$ cat config.mk
export PLATFORM = sky130hd
export DESIGN_NAME = spi_led_ctrl_flat
export DESIGN_NICKNAME = d
export VERILOG_FILES = /design/src/rtl/spi_led_pkg.sv /design/src/rtl/spi_led_if.sv /design/src/rtl/led_channel.sv /design/src/rtl/spi_led_ctrl.sv /design/src/flat_wrapper.sv
export SDC_FILE = /design/constraint.sdc
export NUM_CORES = 1
export LEC_CHECK = 0
export BUFFER_PORTS_ARGS = -buffer_cell sky130_fd_sc_hd__buf_4
export CAP_MARGIN = 20
export CORE_MARGIN = 4
export CORE_UTILIZATION = 37
export DETAILED_ROUTE_END_ITERATION = 6
export PLACE_DENSITY = 0.61
export SLEW_MARGIN = 20
export SYNTH_ARGS = -nofsm -noshare
export SYNTH_HDL_FRONTEND = slang
export SYNTH_SLANG_ARGS = --single-unit
$ cat constraint.sdc
create_clock -name clk -period 5.6 [get_ports clk]
set_input_delay 1.4 -clock clk [delete_from_list [all_inputs] [get_ports clk]]
set_output_delay 1.4 -clock clk [all_outputs]
set_load 0.1 [all_outputs]
$ cat src/rtl/spi_led_pkg.sv
// spi_led_pkg: shared encodings for the SPI register-mapped LED controller
package spi_led_pkg;
    localparam logic [1:0] MODE_OFF   = 2'b00;
    localparam logic [1:0] MODE_ON    = 2'b01;
    localparam logic [1:0] MODE_BLINK = 2'b10;
    localparam logic [1:0] MODE_PWM   = 2'b11;
    localparam logic [6:0] ADDR_ID    = 7'h00;
    localparam logic [6:0] ADDR_CTRL  = 7'h01;
    localparam logic [6:0] ADDR_CH0   = 7'h02;
    localparam int         HDR_WR_BIT = 7;
    localparam logic [7:0] CTRL_RST   = 8'h01;
    typedef enum logic {ST_IDLE, ST_DATA} state_t;
endpackage

$ cat src/rtl/spi_led_if.sv
// spi_led_if: byte-level link between spi_slave and the LED register file
interface spi_led_if;
    logic [7:0] cmd;
    logic       cmd_valid;
    logic       frame_active;
    logic [7:0] response;
    modport master (output cmd, cmd_valid, frame_active, input response);
    modport slave  (input cmd, cmd_valid, frame_active, output response);
endinterface

$ cat src/rtl/led_channel.sv
// led_channel: one registered LED output from its mode/level register
module led_channel
    import spi_led_pkg::*;
(
    input  logic       clk,
    input  logic       rst,
    input  logic [7:0] ch_reg,
    input  logic [5:0] pwm_cnt,
    input  logic       blink,
    input  logic       en,
    output logic       led
);
    logic led_d, led_q;
    always_comb begin
        led_d = en && ((ch_reg[7:6] == MODE_ON) ||
                       (ch_reg[7:6] == MODE_BLINK && blink) ||
                       (ch_reg[7:6] == MODE_PWM && pwm_cnt < ch_reg[5:0]));
    end
    always_ff @(posedge clk or posedge rst) begin
        if (rst) led_q <= 1'b0;
        else     led_q <= led_d;
    end
    assign led = led_q;
endmodule

$ cat src/rtl/spi_led_ctrl.sv
// spi_led_ctrl: SPI-framed register file driving per-channel off/on/blink/PWM LEDs
module spi_led_ctrl
    import spi_led_pkg::*;
#(
    parameter int         N_CH    = 4,
    parameter int         PRESC_W = 8,
    parameter int         BLINK_W = 8,
    parameter int         HB_W    = 25,
    parameter logic [7:0] ID_BYTE = 8'hA8
) (
    input  logic            clk,
    input  logic            rst,
    spi_led_if.slave        bus,
    output logic [N_CH-1:0] led,
    output logic            heartbeat
);
    state_t             state_d, state_q;
    logic [6:0]         addr_d, addr_q, pend_addr_d, pend_addr_q;
    logic               wr_d, wr_q, pend_d, pend_q;
    logic [7:0]         resp_d, resp_q, ctrl_d, ctrl_q, pend_data_d, pend_data_q;
    logic [7:0]         ch_d [N_CH];
    logic [7:0]         ch_q [N_CH];
    logic [PRESC_W-1:0] presc_d, presc_q;
    logic [5:0]         pwm_d, pwm_q;
    logic [BLINK_W-1:0] blink_d, blink_q;
    logic [HB_W-1:0]    hb_d, hb_q;
    function automatic logic [7:0] reg_rd(input logic [6:0] a);
        logic [7:0] r;
        r = (a == ADDR_ID) ? ID_BYTE : (a == ADDR_CTRL) ? ctrl_q : 8'h00;
        for (int i = 0; i < N_CH; i++) if (a == ADDR_CH0 + 7'(i)) r = ch_q[i];
        return r;
    endfunction
    always_comb begin
        presc_d = presc_q + 1'b1;
        pwm_d   = &presc_q ? pwm_q + 6'd1 : pwm_q;
        blink_d = (&presc_q && &pwm_q) ? blink_q + 1'b1 : blink_q;
        hb_d    = hb_q + 1'b1;
    end
    // Data bytes are staged one cycle before they land in the register file
    always_comb begin
        state_d     = state_q;
        addr_d      = addr_q;
        wr_d        = wr_q;
        resp_d      = resp_q;
        ctrl_d      = ctrl_q;
        ch_d        = ch_q;
        pend_d      = 1'b0;
        pend_addr_d = pend_addr_q;
        pend_data_d = pend_data_q;
        if (pend_q) begin
            if (pend_addr_q == ADDR_CTRL) ctrl_d = pend_data_q;
            for (int i = 0; i < N_CH; i++) if (pend_addr_q == ADDR_CH0 + 7'(i)) ch_d[i] = pend_data_q;
        end
        if (!bus.frame_active) begin
            state_d = ST_IDLE;
            resp_d  = ID_BYTE;
        end else if (bus.cmd_valid) begin
            if (state_q == ST_IDLE) begin
                wr_d    = bus.cmd[HDR_WR_BIT];
                addr_d  = bus.cmd[6:0];
                resp_d  = bus.cmd[HDR_WR_BIT] ? 8'h00 : reg_rd(bus.cmd[6:0]);
                state_d = ST_DATA;
            end else begin
                pend_d      = wr_q;
                pend_addr_d = addr_q;
                pend_data_d = bus.cmd;
                addr_d      = addr_q + 7'd1;
                resp_d      = reg_rd(addr_q + 7'd1);
            end
        end
    end
    always_ff @(posedge clk or posedge rst) begin
        if (rst) begin
            state_q     <= ST_IDLE;
            addr_q      <= '0;
            wr_q        <= 1'b0;
            resp_q      <= ID_BYTE;
            ctrl_q      <= CTRL_RST;
            ch_q        <= '{default: '0};
            pend_q      <= 1'b0;
            pend_addr_q <= '0;
            pend_data_q <= '0;
            presc_q     <= '0;
            pwm_q       <= '0;
            blink_q     <= '0;
            hb_q        <= '0;
        end else begin
            state_q     <= state_d;
            addr_q      <= addr_d;
            wr_q        <= wr_d;
            resp_q      <= resp_d;
            ctrl_q      <= ctrl_d;
            ch_q        <= ch_d;
            pend_q      <= pend_d;
            pend_addr_q <= pend_addr_d;
            pend_data_q <= pend_data_d;
            presc_q     <= presc_d;
            pwm_q       <= pwm_d;
            blink_q     <= blink_d;
            hb_q        <= hb_d;
        end
    end
    for (genvar i = 0; i < N_CH; i++) begin : g_ch
        led_channel u_ch (
            .clk     (clk),
            .rst     (rst),
            .ch_reg  (ch_q[i]),
            .pwm_cnt (pwm_q),
            .blink   (blink_q[BLINK_W-1]),
            .en      (ctrl_q[0]),
            .led     (led[i])
        );
    end
    assign bus.response = resp_q;
    assign heartbeat    = hb_q[HB_W-1];
endmodule

$ cat src/flat_wrapper.sv
// flat-port wrapper written by rule: the top's interface ports become plain ports
module spi_led_ctrl_flat import spi_led_pkg::*;
#(
    parameter int         N_CH    = 4,
    parameter int         PRESC_W = 8,
    parameter int         BLINK_W = 8,
    parameter int         HB_W    = 25,
    parameter logic [7:0] ID_BYTE = 8'hA8
)
  (clk, rst, led, heartbeat, bus_cmd, bus_cmd_valid, bus_frame_active, bus_response);
  spi_led_if bus_i ();
  input  logic clk;
  input  logic rst;
  output logic [N_CH-1:0] led;
  output logic heartbeat;
  input wire logic [$bits(bus_i.cmd)-1:0] bus_cmd;
  input wire logic [$bits(bus_i.cmd_valid)-1:0] bus_cmd_valid;
  input wire logic [$bits(bus_i.frame_active)-1:0] bus_frame_active;
  output wire logic [$bits(bus_i.response)-1:0] bus_response;
  assign bus_i.cmd = bus_cmd;
  assign bus_i.cmd_valid = bus_cmd_valid;
  assign bus_i.frame_active = bus_frame_active;
  assign bus_response = bus_i.response;
  spi_led_ctrl #(.N_CH(N_CH), .PRESC_W(PRESC_W), .BLINK_W(BLINK_W), .HB_W(HB_W), .ID_BYTE(ID_BYTE)) u_core (.clk(clk), .rst(rst), .bus(bus_i), .led(led), .heartbeat(heartbeat));
endmodule
==> PnR_summary.wiki, run 1 <==
{| class="wikitable"
! Metric !! Value
|-
| Final Util || between 40% and 50%
|-
| Per-instance average area after synthesis || approximately 11 µm²
|-
| Data arrival time at the worst-slack endpoint || 3.26 ns
|-
| Sink count of the clock tree || 124
|-
| Average routed wire per standard cell || 17.6 µm
|-
| Highest fanout seen on the critical path || 9
|-
| Number of hold-slack violations in the final timing report || 0
|-
| Setup slack at placement || 2.23 ns
|-
| Crit path required time || 5.87 ns
|-
| Power density cells || 335 mW/mm²
|-
| Flip-flop and latch count after synthesis || 124
|-
| Category of the most critical setup path || primary input to flop
|-
| Core area || about 0.017 mm²
|-
| Clock tree from TritonCTS || built
|-
| Final WS setup || 2.60 ns
|-
| DIE AREA || 0.0197 mm²
|-
| Nets in the synthesized netlist || 640
|-
| Number of buffers on the longest clock path || 2
|-
| Max-Slew Margin vs Limit || 41.3%
|-
| Critical path startpoint || bus_cmd[3]
|-
| Leftover overflow at the end of global routing || 0
|-
| Most repeated library cell on the critical path || o211ai_1
|-
| Start of the worst register-to-register path || u_core.presc_q[0]
|-
| Post-CTS Setup Inserts || 0
|-
| Async set-or-reset flop fraction in the synthesized netlist || 100%
|-
| Finish-stage setup viols || 0
|-
| Worst setup EP type || flop
|-
| Share of Yosys cell area claimed by the top area cell type || a little under half
|-
| Deepest level of the CTS H-tree || 4
|-
| Post-Route Setup TNS || 0 ns
|-
| Slew at the pin with the worst max-slew slack || between 0.8 and 0.9 ns
|-
| Cell area after synthesis || between 0.006 and 0.007 mm²
|-
| Number of nets still failing antenna checks after routing || 0
|-
| RSZ-0062 raised after global routing || no
|-
| I/O Pins || 25
|-
| Drt total wl || 15000 µm
|-
| Critical path depth in cells || 6
|-
| Unique masters post-synth || 55
|-
| Cell type of the slowest stage on the worst timing path || or3b_1
|-
| Post-CTS clock slew at the launch and capture registers of the worst setup and hold paths || 0.05 ns
|-
| Post-synth EDFFs || 0
|-
| Syn Inst Count || 599
|-
| DIE WIDTH || between 100 and 150 µm
|-
| Minimum clock period after layout || 3.00 ns
|-
| Cells taking the most area after synthesis || dfrtp_1 46%, mux2_2 11%, ha_1 5.6%
|-
| Buffers on Ports || 24
|-
| 1st-pass router iterations || 5
|-
| Largest net degree at the start of global routing || 53
|-
| Hold path depth || 1
|-
| Number of warning messages in the yosys log || 0
|-
| Fraction of layout instances using a drive strength above 1 || 21.1%
|-
| Via total after detailed routing || 4650
|-
| First-iteration detailed-routing DRC count || 354
|-
| GRT Util Overall || 15.7%
|-
| Cts bufs inserted || 17
|-
| F_max || 0.334 GHz
|-
| Worst reg2reg path depth || 5
|-
| Final Wtd Congestion || 0.904
|-
| Run status || complete, no violations
|-
| Post-route clock skew || 0.00916 ns
|-
| Starting density of the core || 37.7%
|-
| Final period utilization || a little over half
|-
| Largest stage delay, worst path || 0.58 ns
|-
| Number of global-route vias before repair || 4739
|-
| Leakage power of the design || 3.29 nW
|-
| Wire length of the first global-routing pass || 24800 µm
|-
| Buffering stage count on the worst path with inverters included || 1
|-
| Kind of cell adding the most delay to the critical path || simple AND/OR/NAND/NOR gates
|-
| Vias per Instance || 5.43
|-
| Final HPWL from detailed placement || 10700 µm
|-
| Die span in y || ~140 µm
|-
| Worst Min Path Start || u_core.presc_q[0]
|-
| CTS root buffer || clkbuf_16
|-
| Cell chain of the critical path || buf_4 -> or4_1 -> or3b_1 -> or2_4 -> o211ai_1 -> o211ai_1
|-
| Nets || 660
|-
| Type of element launching the critical path || primary input
|-
| Hold Buf Count CTS || 0
|-
| Clk Latency, worst-skew pair || between 0.4 and 0.5 ns
|-
| Relative area change from synthesis to final layout || 14.7%
|-
| Number of pins exceeding their max-slew limit in the final report || 0
|-
| Number of antenna violations at the first check in global routing || 1
|-
| Leading cell type in the layout, fill and taps excluded || dfrtp_1
|-
| Max capacitance violation total || 0
|-
| Post-synthesis cell type with the largest combined area || dfrtp_1
|-
| Number of cell rows || 48
|-
| Top library cells by usage in the layout, fill and taps aside || 120 x dfrtp_1, 62 x mux2_2, 60 x nand2_1
|-
| Portion of the post-synthesis area used by sequential elements || 47.8%
|-
| Most frequently used flop master after synthesis || dfrtp_1
|-
| Worst min-delay path class || flop to flop
|-
| Post-CTS Resized || 0
|-
| Detailed-route DRC error count || 0
|-
| Worst-case vdd ir drop || ~0.20 mV
|}
==> worst register-to-register path, stage by stage, from the launching register on <==
cell	delay (ns)
dfrtp_1	0.37
ha_1	0.19
nand3_1	0.15
nor3_1	0.70
and4_1	0.50
mux2_2	0.37
==> metal layers <==
metal  routed length (µm)  vias to the layer above  track usage (%)
li1                     -                     2193                -
met1                 6870                     2337             20.6
met2                 7300                       91             25.0
met3                  455                       29             3.31
met4                  402                        0             7.29
met5                    0                        -                0
==> kinds of logic after synthesis <==
logic type / synth area share (%)
AO/OA/AOI/OAI: 11.1
buffers and inverters: 4.12
multiplexers: 12.1
XOR/XNOR: 5.80
AND/OR/NAND/NOR: 13.5
flip-flops: 47.8
adder cells (fa/ha/maj): 5.58
==> cell type report <==
cell class / instances / area, µm²
Tap cell: 225 / 282
Clock inverter: 7 / 110
Fill cell: 1608 / 9790
Antenna cell: 1 / 2.50
Timing Repair Buffer: 27 / 203
Sequential cell: 124 / 3110
Inverter: 30 / 115
Multi-Input combinational cell: 419 / 3120
Clock buffer: 23 / 508
==> path summary, 6_finish.rpt <==
| kind | to | slack [ns] |
|---|---|---|
| max | u_core.bus.response[6] | 2.60 |
| min | u_core.presc_q[0] | 0.46 |
| max reg2reg | u_core.blink_q[1] | 3.19 |
| min reg2reg | u_core.presc_q[0] | 0.46 |
| max in group asynchronous | u_core.bus.response[3] | 3.49 |
| min in group asynchronous | u_core.hb_q[20] | 1.09 |
==> registers in the layout, summed over array words and instances, names as in the netlist, 4 cells and up <==
register              cells
u_core.ch_q              32
u_core.hb_q              25
u_core.blink_q            8
u_core.bus.response       8
u_core.ctrl_q             8
u_core.pend_data_q        8
u_core.presc_q            8
u_core.addr_q             7
u_core.pend_addr_q        7
u_core.pwm_q              6
u_core.g_ch.u_ch.led      4
==> report_power, final <==
part           total (mW)  switching, mW  internal (mW)  leakage (nW)
Clock                1.13          0.370          0.762         0.311
Combinational       0.307          0.176          0.131          1.34
Sequential           1.06         0.0942          0.965          1.64
==> metrics by stage <==
stage / instances / area [µm²] / hold slack [ns] / power (mW)
6_report: 856 / 7450 / 0.461 / 2.50
5_1_grt: 856 / 7450 / 0.479 / 2.61
4_1_cts: 855 / 7450 / 0.462 / 2.52
3_5_place_dp: 825 / 6830 / 0.453 / 1.38
3_3_place_gp: 825 / 6830 / 0.436 / 1.37
2_1_floorplan: 599 / 6500 / 0.422 / 1.28
==> synth_stat cells, types with 5 or more instances <==
master / instances
a22oi_1: 5
nor2b_1: 9
a21oi_1: 33
o22ai_1: 15
nand2b_1: 6
inv_1: 30
xor2_1: 14
nand4_1: 12
dfrtp_1: 120
ha_1: 29
o21ai_0: 18
mux2i_1: 9
nor2_1: 19
mux2_2: 62
xnor2_1: 29
nand3b_1: 6
o211ai_1: 11
o31ai_1: 5
a211oi_1: 6
nor3_1: 8
nand3_1: 16
clkbuf_1: 14
nand2_1: 60
No activity file was read; power rests on OpenSTA's default activity.
==> run 2: changes to the inputs <==
--- a/config.mk
+++ b/config.mk
@@ -5,6 +5,7 @@
 export SDC_FILE = /design/constraint.sdc
 export NUM_CORES = 1
 export LEC_CHECK = 0
+export ABC_AREA = 1
 export BUFFER_PORTS_ARGS = -buffer_cell sky130_fd_sc_hd__buf_4
 export CAP_MARGIN = 20
 export CORE_MARGIN = 4
==> constraint.sdc (replaced) <==
create_clock -name clk -period 3.05 [get_ports clk]
set_input_delay 0.7625 -clock clk [delete_from_list [all_inputs] [get_ports clk]]
set_output_delay 0.7625 -clock clk [all_outputs]
set_load 0.1 [all_outputs]
==> run 2 against run 1 <==
Effect of this change:
- via count up 12%
- clock-buffer cell count down 6
- wire length up 6.1%
- register-to-register slack worse by 2.6 ns
==> PnR_summary.wiki, run 2 <==
{| class="wikitable"
! Metric !! Value
|-
| Largest stage delay, worst path || 0.57 ns (about the same)
|-
| Crit path required time || 3.39 ns (-2.48 ns)
|-
| Largest net degree at the start of global routing || 76 (+43%)
|-
| Vias per Instance || 4.94 (-9.0%)
|-
| Portion of the post-synthesis area used by sequential elements || 46.8% (-1.0 points)
|-
| Leading cell type in the layout, fill and taps excluded || nand2_1
|-
| Finish-stage setup viols || 0 (unchanged)
|-
| Share of Yosys cell area claimed by the top area cell type || 45.2% (-1.0 points)
|-
| Drt total wl || 15900 µm (+6.1%)
|-
| Wire length of the first global-routing pass || 26500 µm (+7.0%)
|-
| Post-route clock skew || 0.00840 ns (-0.000753 ns)
|-
| Max capacitance violation total || 0 (unchanged)
|-
| Buffers on Ports || 24 (unchanged)
|-
| Sink count of the clock tree || 124 (unchanged)
|-
| Post-synthesis cell type with the largest combined area || dfrtp_1
|-
| Type of element launching the critical path || flop
|-
| Slew at the pin with the worst max-slew slack || 0.691 ns (-0.186 ns)
|-
| Dominant cell by count in the synthesized netlist || nand2_1
|-
| Core area || 0.0174 mm² (+1.0%)
|-
| Layout filler cell count || 1729 (+7.5%)
|-
| Area of all placed cells without fillers || 0.00773 mm² (+3.7%)
|-
| Relative area change from synthesis to final layout || 16.3%
|-
| Post-synth EDFFs || 0 (unchanged)
|-
| Final period utilization || 79.6%
|-
| F_max || 0.412 GHz
|-
| Final Util || 44.4% (+1.1 points)
|-
| Post-CTS Setup Inserts || 0 (unchanged)
|-
| Worst-case vdd ir drop || 0.409 mV (+100%)
|-
| Clk Latency, worst-skew pair || 0.42 ns (about the same)
|-
| Largest register FFs || 32 (unchanged)
|-
| Buffering stage count on the worst path with inverters included || 0 (-1)
|-
| Average routed wire per standard cell || 15.2 µm (-13%)
|-
| Starting density of the core || 38.1% (+0.44 points)
|-
| Nets || 853 (+29%)
|-
| Post-Route Setup TNS || 0 ns (unchanged)
|-
| Met1 track utilization from global routing || 23.2% (+2.6 points)
|-
| Largest register by flop count || u_core.ch_q
|-
| Power density cells || 678 mW/mm² (+100%)
|-
| Number of antenna violations at the first check in global routing || 0 (-1)
|-
| Cts bufs inserted || 17 (unchanged)
|-
| Unique masters post-synth || 42 (-24%)
|-
| DP Area || 0.00707 mm² (+3.5%)
|-
| Worst setup EP type || flop
|-
| 1st-pass router iterations || 5 (unchanged)
|-
| Data arrival time at the worst-slack endpoint || 2.76 ns (-0.50 ns)
|-
| Number of warning messages in the yosys log || 0 (unchanged)
|-
| GR met3 Demand/Resource || 4.44% (+1.1 points)
|-
| Minimum clock period after layout || 2.43 ns
|-
| Worst min-delay path class || primary input to async pin
|-
| Run status || complete, no violations
|-
| RSZ-0062 raised after global routing || no
|-
| CTS root buffer || clkbuf_16
|-
| Final HPWL from detailed placement || 11500 µm (+8.3%)
|-
| Number of standard cells in the layout, taps in and fillers out || 1050 (+23%)
|-
| Leakage power of the design || 3.66 nW (+11%)
|-
| DIE WIDTH || 142 µm (+1.0%)
|-
| DIE AREA || 0.0202 mm² (+2.1%)
|-
| Number of global-route vias before repair || 5077 (+7.1%)
|-
| Nets in the synthesized netlist || 822 (+28%)
|-
| Final Wtd Congestion || 0.889 (-1.6%)
|-
| Category of the most critical setup path || flop to flop
|-
| Syn Inst Count || 781 (+30%)
|-
| Cell type of the slowest stage on the worst timing path || nor3_2
|-
| Cell chain of the critical path || ha_1 -> nand3_2 -> o21bai_4 -> nand3_2 -> nor3_2 -> nand2_1 -> nand4_1 -> nand2_1 -> a21oi_1
|-
| Highest fanout seen on the critical path || 10 (+1)
|-
| Flip-flop and latch count after synthesis || 124 (unchanged)
|-
| Number of nets still failing antenna checks after routing || 0 (unchanged)
|-
| Registers with the most flip-flops || u_core.ch_q (32), u_core.hb_q (25)
|-
| Number of cell rows || 48 (unchanged)
|-
| Max-Slew Margin vs Limit || 53.7% (+12 points)
|-
| Fraction of layout instances using a drive strength above 1 || 12.1% (-9.0 points)
|-
| Detailed-route DRC error count || 0 (unchanged)
|-
| Cell area after synthesis || 0.00664 mm² (+2.2%)
|-
| Number of pins exceeding their max-slew limit in the final report || 0 (unchanged)
|-
| Via total after detailed routing || 5190 (+12%)
|-
| Number of hold-slack violations in the final timing report || 0 (unchanged)
|-
| Most frequently used flop master after synthesis || dfrtp_1
|-
| Cells taking the most area after synthesis || dfrtp_1 45%, nand2_1 11%, o21ai_0 6.3%
|-
| GRT Util Overall || 16.7% (+1.0 points)
|-
| First-iteration detailed-routing DRC count || 461 (+30%)
|-
| Number of buffers on the longest clock path || 2 (unchanged)
|-
| Per-instance average area after synthesis || 8.51 µm² (-22%)
|-
| Most frequent cells after synthesis || 199 x nand2_1, 120 x dfrtp_1, 103 x inv_1
|-
| Number of antenna repair diodes || 0 (-1)
|-
| Busiest layer in global routing || met2
|-
| Total placed cells including tap cells || 1018 (+23%)
|-
| Clock tree from TritonCTS || built
|-
| I/O Pins || 25 (unchanged)
|-
| Top library cells by usage in the layout, fill and taps aside || 199 x nand2_1, 120 x dfrtp_1, 102 x inv_1
|-
| Post-CTS Resized || 0 (unchanged)
|-
| Hold Buf Count CTS || 0 (unchanged)
|-
| Post-CTS clock slew at the launch and capture registers of the worst setup and hold paths || 0.06 ns (about the same)
|-
| Kind of cell adding the most delay to the critical path || simple AND/OR/NAND/NOR gates
|-
| Die span in y || 142 µm (+1.0%)
|-
| Async set-or-reset flop fraction in the synthesized netlist || 100% (unchanged)
|-
| Met2 track demand over resource in global routing || 25.3% (+0.37 points)
|-
| Deepest level of the CTS H-tree || 4 (unchanged)
|-
| Leftover overflow at the end of global routing || 0 (unchanged)
|}
==> run 2: per-stage QoR <==
step / total power, mW / setup WS, ns / hold slack (ns)
floorplan: 2.72 / 0.765 / 0.422
detailed placement: 3.01 / 0.631 / 0.461
CTS: 5.28 / 0.631 / 0.444
global route: 5.51 / 0.345 / 0.460
global placement: 3.00 / 0.609 / 0.445
finish: 5.24 / 0.624 / 0.430
==> run 2: kinds of logic (layout without fill, tap and decap cells) <==
group                    count (synthesis)  after routing  synth area share [%]
adder cells (fa/ha/maj)                 29             29                  5.46
AO/OA/AOI/OAI                          133            133                  11.4
XOR/XNOR                                41             41                  5.41
buffers and inverters                  123            167                  7.57
multiplexers                             2              2                 0.339
flip-flops                             124            124                  46.8
AND/OR/NAND/NOR                        329            329                  23.0
==> run 2: area by class of cell <==
type | instances | area (µm²) | area share [%]
repair buffers | 30 | 250 | 3.24
multi-input cells | 534 | 3030 | 39.2
well taps | 225 | 282 | 3.64
flip-flops and latches | 124 | 3110 | 40.2
clock inverters | 15 | 233 | 3.01
clock buffers | 17 | 425 | 5.51
inverters | 105 | 398 | 5.15
==> run 2: report_power, final <==
group / leakage, nW / switching (mW) / internal, mW
registers: 1.64 / 0.238 / 1.87
logic: 1.71 / 0.606 / 0.283
clock network: 0.320 / 0.782 / 1.47
total: 3.66 / 1.63 / 3.62
==> run 2: metal layers <==
metal,up-vias,wire length (µm)
met5,-,0
met4,0,434
met3,31,795
met2,115,7120
met1,2424,7590
li1,2620,-
==> run 2: path summary, 6_finish.rpt <==
kind / to / depth (start not counted) / slack (ns) / start
min in group clk: u_core.presc_q[0] / 1 / 0.46 / u_core.presc_q[0]
max in group asynchronous: u_core.bus.response[7] / 3 / 2.19 / rst
worst min-delay path: u_core.presc_q[3] / 3 / 0.43 / rst
worst max register to register: u_core.bus.response[7] / 9 / 0.62 / u_core.addr_q[0]
worst min register to register: u_core.presc_q[0] / 1 / 0.46 / u_core.presc_q[0]
worst max-delay path: u_core.bus.response[7] / 9 / 0.62 / u_core.addr_q[0]
==> run 2: worst min-delay path, cell delays in order <==
cell,delay (ns)
buf_4,0.12
clkinvlp_4,0.10
buf_12,0.24
==> run 3: changes to the inputs <==
--- a/config.mk
+++ b/config.mk
@@ -5,7 +5,7 @@
 export SDC_FILE = /design/constraint.sdc
 export NUM_CORES = 1
 export LEC_CHECK = 0
-export ABC_AREA = 1
+export ABC_AREA = 0
 export BUFFER_PORTS_ARGS = -buffer_cell sky130_fd_sc_hd__buf_4
 export CAP_MARGIN = 20
 export CORE_MARGIN = 4
==> constraint.sdc (replaced) <==
create_clock -name clk -period 2.4 [get_ports clk]
set_input_delay 0.6 -clock clk [delete_from_list [all_inputs] [get_ports clk]]
set_output_delay 0.6 -clock clk [all_outputs]
set_load 0.1 [all_outputs]
==> run 3 against run 2 <==
Effect of this change:
- clock-buffer cell count grew 1
- via count shrank 8.4%
- cell area decreased by 0.96%
- core utilization hardly changed
- register-to-register slack got worse by 0.42 ns
- combinational power fell by 16%
- cell count is 17% lower
- first-iteration DRC count down 18%
- critical path depth down 2
- total power increased by 17%
- global-route usage down 0.63 points
- die area fell by 2.1%
- critical path type unchanged
- largest power group unchanged
==> PnR_summary.wiki, run 3 (synthesis results as in run 1) <==
{| class="wikitable"
! Metric !! Value
|-
| Deepest level of the CTS H-tree || 4 (unchanged)
|-
| Minimum setup slack among reg-to-reg paths || 0.21 ns (-0.42 ns)
|-
| Via total after detailed routing || 4753 (-8.4%)
|-
| First-iteration detailed-routing DRC count || 380 (-18%)
|-
| Post-Route Setup TNS || 0 ns (unchanged)
|-
| Number of pins exceeding their max-slew limit in the final report || 0 (unchanged)
|-
| Start of the worst register-to-register path || u_core.addr_q[1]
|-
| Cell chain of the critical path || inv_1 -> ha_1 -> a211oi_1 -> o311ai_0 -> o21ai_0 -> a2bb2oi_1 -> a21oi_1
|-
| Relative area change from synthesis to final layout || 17.8%
|-
| F_max || 0.456 GHz (+11%)
|-
| Setup slack at placement || -0.0884 ns (-0.720 ns)
|-
| DIE WIDTH || 141 µm (-1.0%)
|-
| Worst-case vdd ir drop || 0.524 mV (+28%)
|-
| Final WS setup || 0.206 ns (-0.418 ns)
|-
| Leakage power of the design || 3.38 nW (-7.6%)
|-
| Number of cell rows || 48 (unchanged)
|-
| Number of buffers on the longest clock path || 2 (unchanged)
|-
| Final period utilization || 91.4% (+12 points)
|-
| Vias per Instance || 5.44 (+10%)
|-
| Number of nets still failing antenna checks after routing || 0 (unchanged)
|-
| DIE AREA || 0.0197 mm² (-2.1%)
|-
| Cts bufs inserted || 17 (unchanged)
|-
| Largest stage delay, worst path || 0.56 ns (about the same)
|-
| Worst reg2reg path depth || 7 (-2)
|-
| Core area || 0.0172 mm² (-1.0%)
|-
| Top library cells by usage in the layout, fill and taps aside || 120 x dfrtp_1, 62 x mux2_2, 60 x nand2_1
|-
| Largest register by flop count || u_core.ch_q
|-
| Type of element launching the critical path || flop
|-
| Category of the most critical setup path || flop to flop
|-
| Highest layer used for signal routing || met4
|-
| Layout filler cell count || 1592 (-7.9%)
|-
| Met3 routed WL || 580 µm (-27%)
|-
| Buffers on Ports || 24 (unchanged)
|-
| Average routed wire per standard cell || 17.5 µm (+15%)
|-
| End of the worst register-to-register path || u_core.bus.response[3]
|-
| Final Wtd Congestion || 0.883 (-0.73%)
|-
| Fraction of layout instances using a drive strength above 1 || 23.3% (+11 points)
|-
| Cell type of the slowest stage on the worst timing path || ha_1
|-
| I/O Pins || 25 (unchanged)
|-
| GRT Util Overall || 16.1% (-0.63 points)
|-
| Post-CTS clock slew at the launch and capture registers of the worst setup and hold paths || 0.06 ns (about the same)
|-
| Finish-stage setup viols || 0 (unchanged)
|-
| WL met2 || 7520 µm (+5.5%)
|-
| Data arrival time at the worst-slack endpoint || 2.54 ns (-0.22 ns)
|-
| CTS root buffer || clkbuf_16
|-
| Die span in y || 141 µm (-1.0%)
|-
| Wire length of the first global-routing pass || 25200 µm (-4.8%)
|-
| Max capacitance violation total || 0 (unchanged)
|-
| Metal1 wirelength || 6800 µm (-10%)
|-
| Clock tree from TritonCTS || built
|-
| Max-Slew Margin vs Limit || 59.7% (+6.0 points)
|-
| Worst setup EP type || flop
|-
| Kind of cell adding the most delay to the critical path || compound AO/OA/AOI/OAI gates
|-
| Detailed-route DRC error count || 0 (unchanged)
|-
| Drt total wl || 15300 µm (-4.1%)
|-
| Run status || complete, no violations
|-
| Number of antenna repair diodes || 0 (unchanged)
|-
| 1st-pass router iterations || 5 (unchanged)
|-
| Nets || 676 (-21%)
|-
| Post-route clock skew || 0.0101 ns (+0.00174 ns)
|-
| Number of hold-slack violations in the final timing report || 0 (unchanged)
|-
| RSZ-0062 raised after global routing || no
|-
| Number of global-route vias before repair || 4767 (-6.1%)
|-
| Sink count of the clock tree || 124 (unchanged)
|-
| Worst min-delay path class || primary input to async pin
|-
| Registers with the most flip-flops || u_core.ch_q (32), u_core.hb_q (25)
|-
| Largest net degree at the start of global routing || 54 (-29%)
|-
| Minimum clock period after layout || 2.19 ns (-0.232 ns)
|-
| Starting density of the core || 37.7% (-0.44 points)
|-
| Number of antenna violations at the first check in global routing || 0 (unchanged)
|-
| Leftover overflow at the end of global routing || 0 (unchanged)
|-
| Leading cell type in the layout, fill and taps excluded || dfrtp_1
|-
| Slew at the pin with the worst max-slew slack || 0.605 ns (-0.0857 ns)
|-
| Final HPWL from detailed placement || 11000 µm (-4.7%)
|-
| Buffering stage count on the worst path with inverters included || 1 (+1)
|-
| Highest fanout seen on the critical path || 16 (+6)
|-
| Largest register FFs || 32 (unchanged)
|-
| Power density cells || 800 mW/mm² (+18%)
|-
| Crit path required time || 2.75 ns (-0.64 ns)
|-
| Clk Latency, worst-skew pair || 0.42 ns (about the same)
|}
## run 3: cell count changes in the layout (fill, tap and decap cells not counted), sizes merged, moves of 10 or more
cell,previous run,this run
a21oi,22,33
o221ai,12,1
o22ai,0,15
inv,110,29
nor2,43,19
o21ai,86,18
nand3,50,16
buf,30,43
o211ai,1,11
xnor2,18,29
mux2,2,62
nand2,202,60
## run 3: routing by layer
metal / up-vias / GRT usage, %
li1: 2207 / -
met3: 29 / 3.96
met2: 131 / 25.7
met1: 2386 / 20.9
met5: - / 0
met4: 0 / 6.88
## run 3: final cells by class
cell class	instances	area [µm²]	area share, %
Multi-Input combinational cell	419	3130	40.9
Sequential cell	124	3110	40.6
Clock buffer	18	429	5.61
Timing Repair Buffer	43	348	4.54
Tap cell	225	282	3.68
Clock inverter	14	244	3.19
Inverter	30	116	1.52
## run 3: stage by stage
step	cells	util [%]	instance area (µm²)	hold slack, ns	total power, mW
global route	873	44.4	7650	0.225	6.37
CTS	873	44.4	7650	0.205	6.16
detailed placement	841	40.5	6980	0.457	3.24
global placement	841	40.5	6980	0.434	3.21
finish	873	44.4	7650	0.204	6.12
floorplan	599	-	6500	0.422	2.98
## run 3: worst max-delay path by stage
stage	start	endpoint	depth (start not counted)
finish	u_core.addr_q[1]	u_core.bus.response[3]	7
global route	u_core.addr_q[1]	u_core.bus.response[3]	7
CTS	u_core.addr_q[0]	u_core.bus.response[4]	5
detailed placement	bus_cmd[3]	u_core.bus.response[2]	6
global placement	bus_cmd[3]	u_core.bus.response[2]	6
floorplan	bus_cmd[3]	u_core.bus.response[2]	6
## run 3: where the power goes
part	switching, mW	internal [mW]
clock	0.961	1.95
sequential	0.217	2.25
combinational	0.419	0.325
total	1.60	4.53
## run 3: timing repair
item,CTS,global route
hold buffers,0,0
buffers inserted,0,0
gates resized for setup,0,1
setup endpoints to repair,0,4
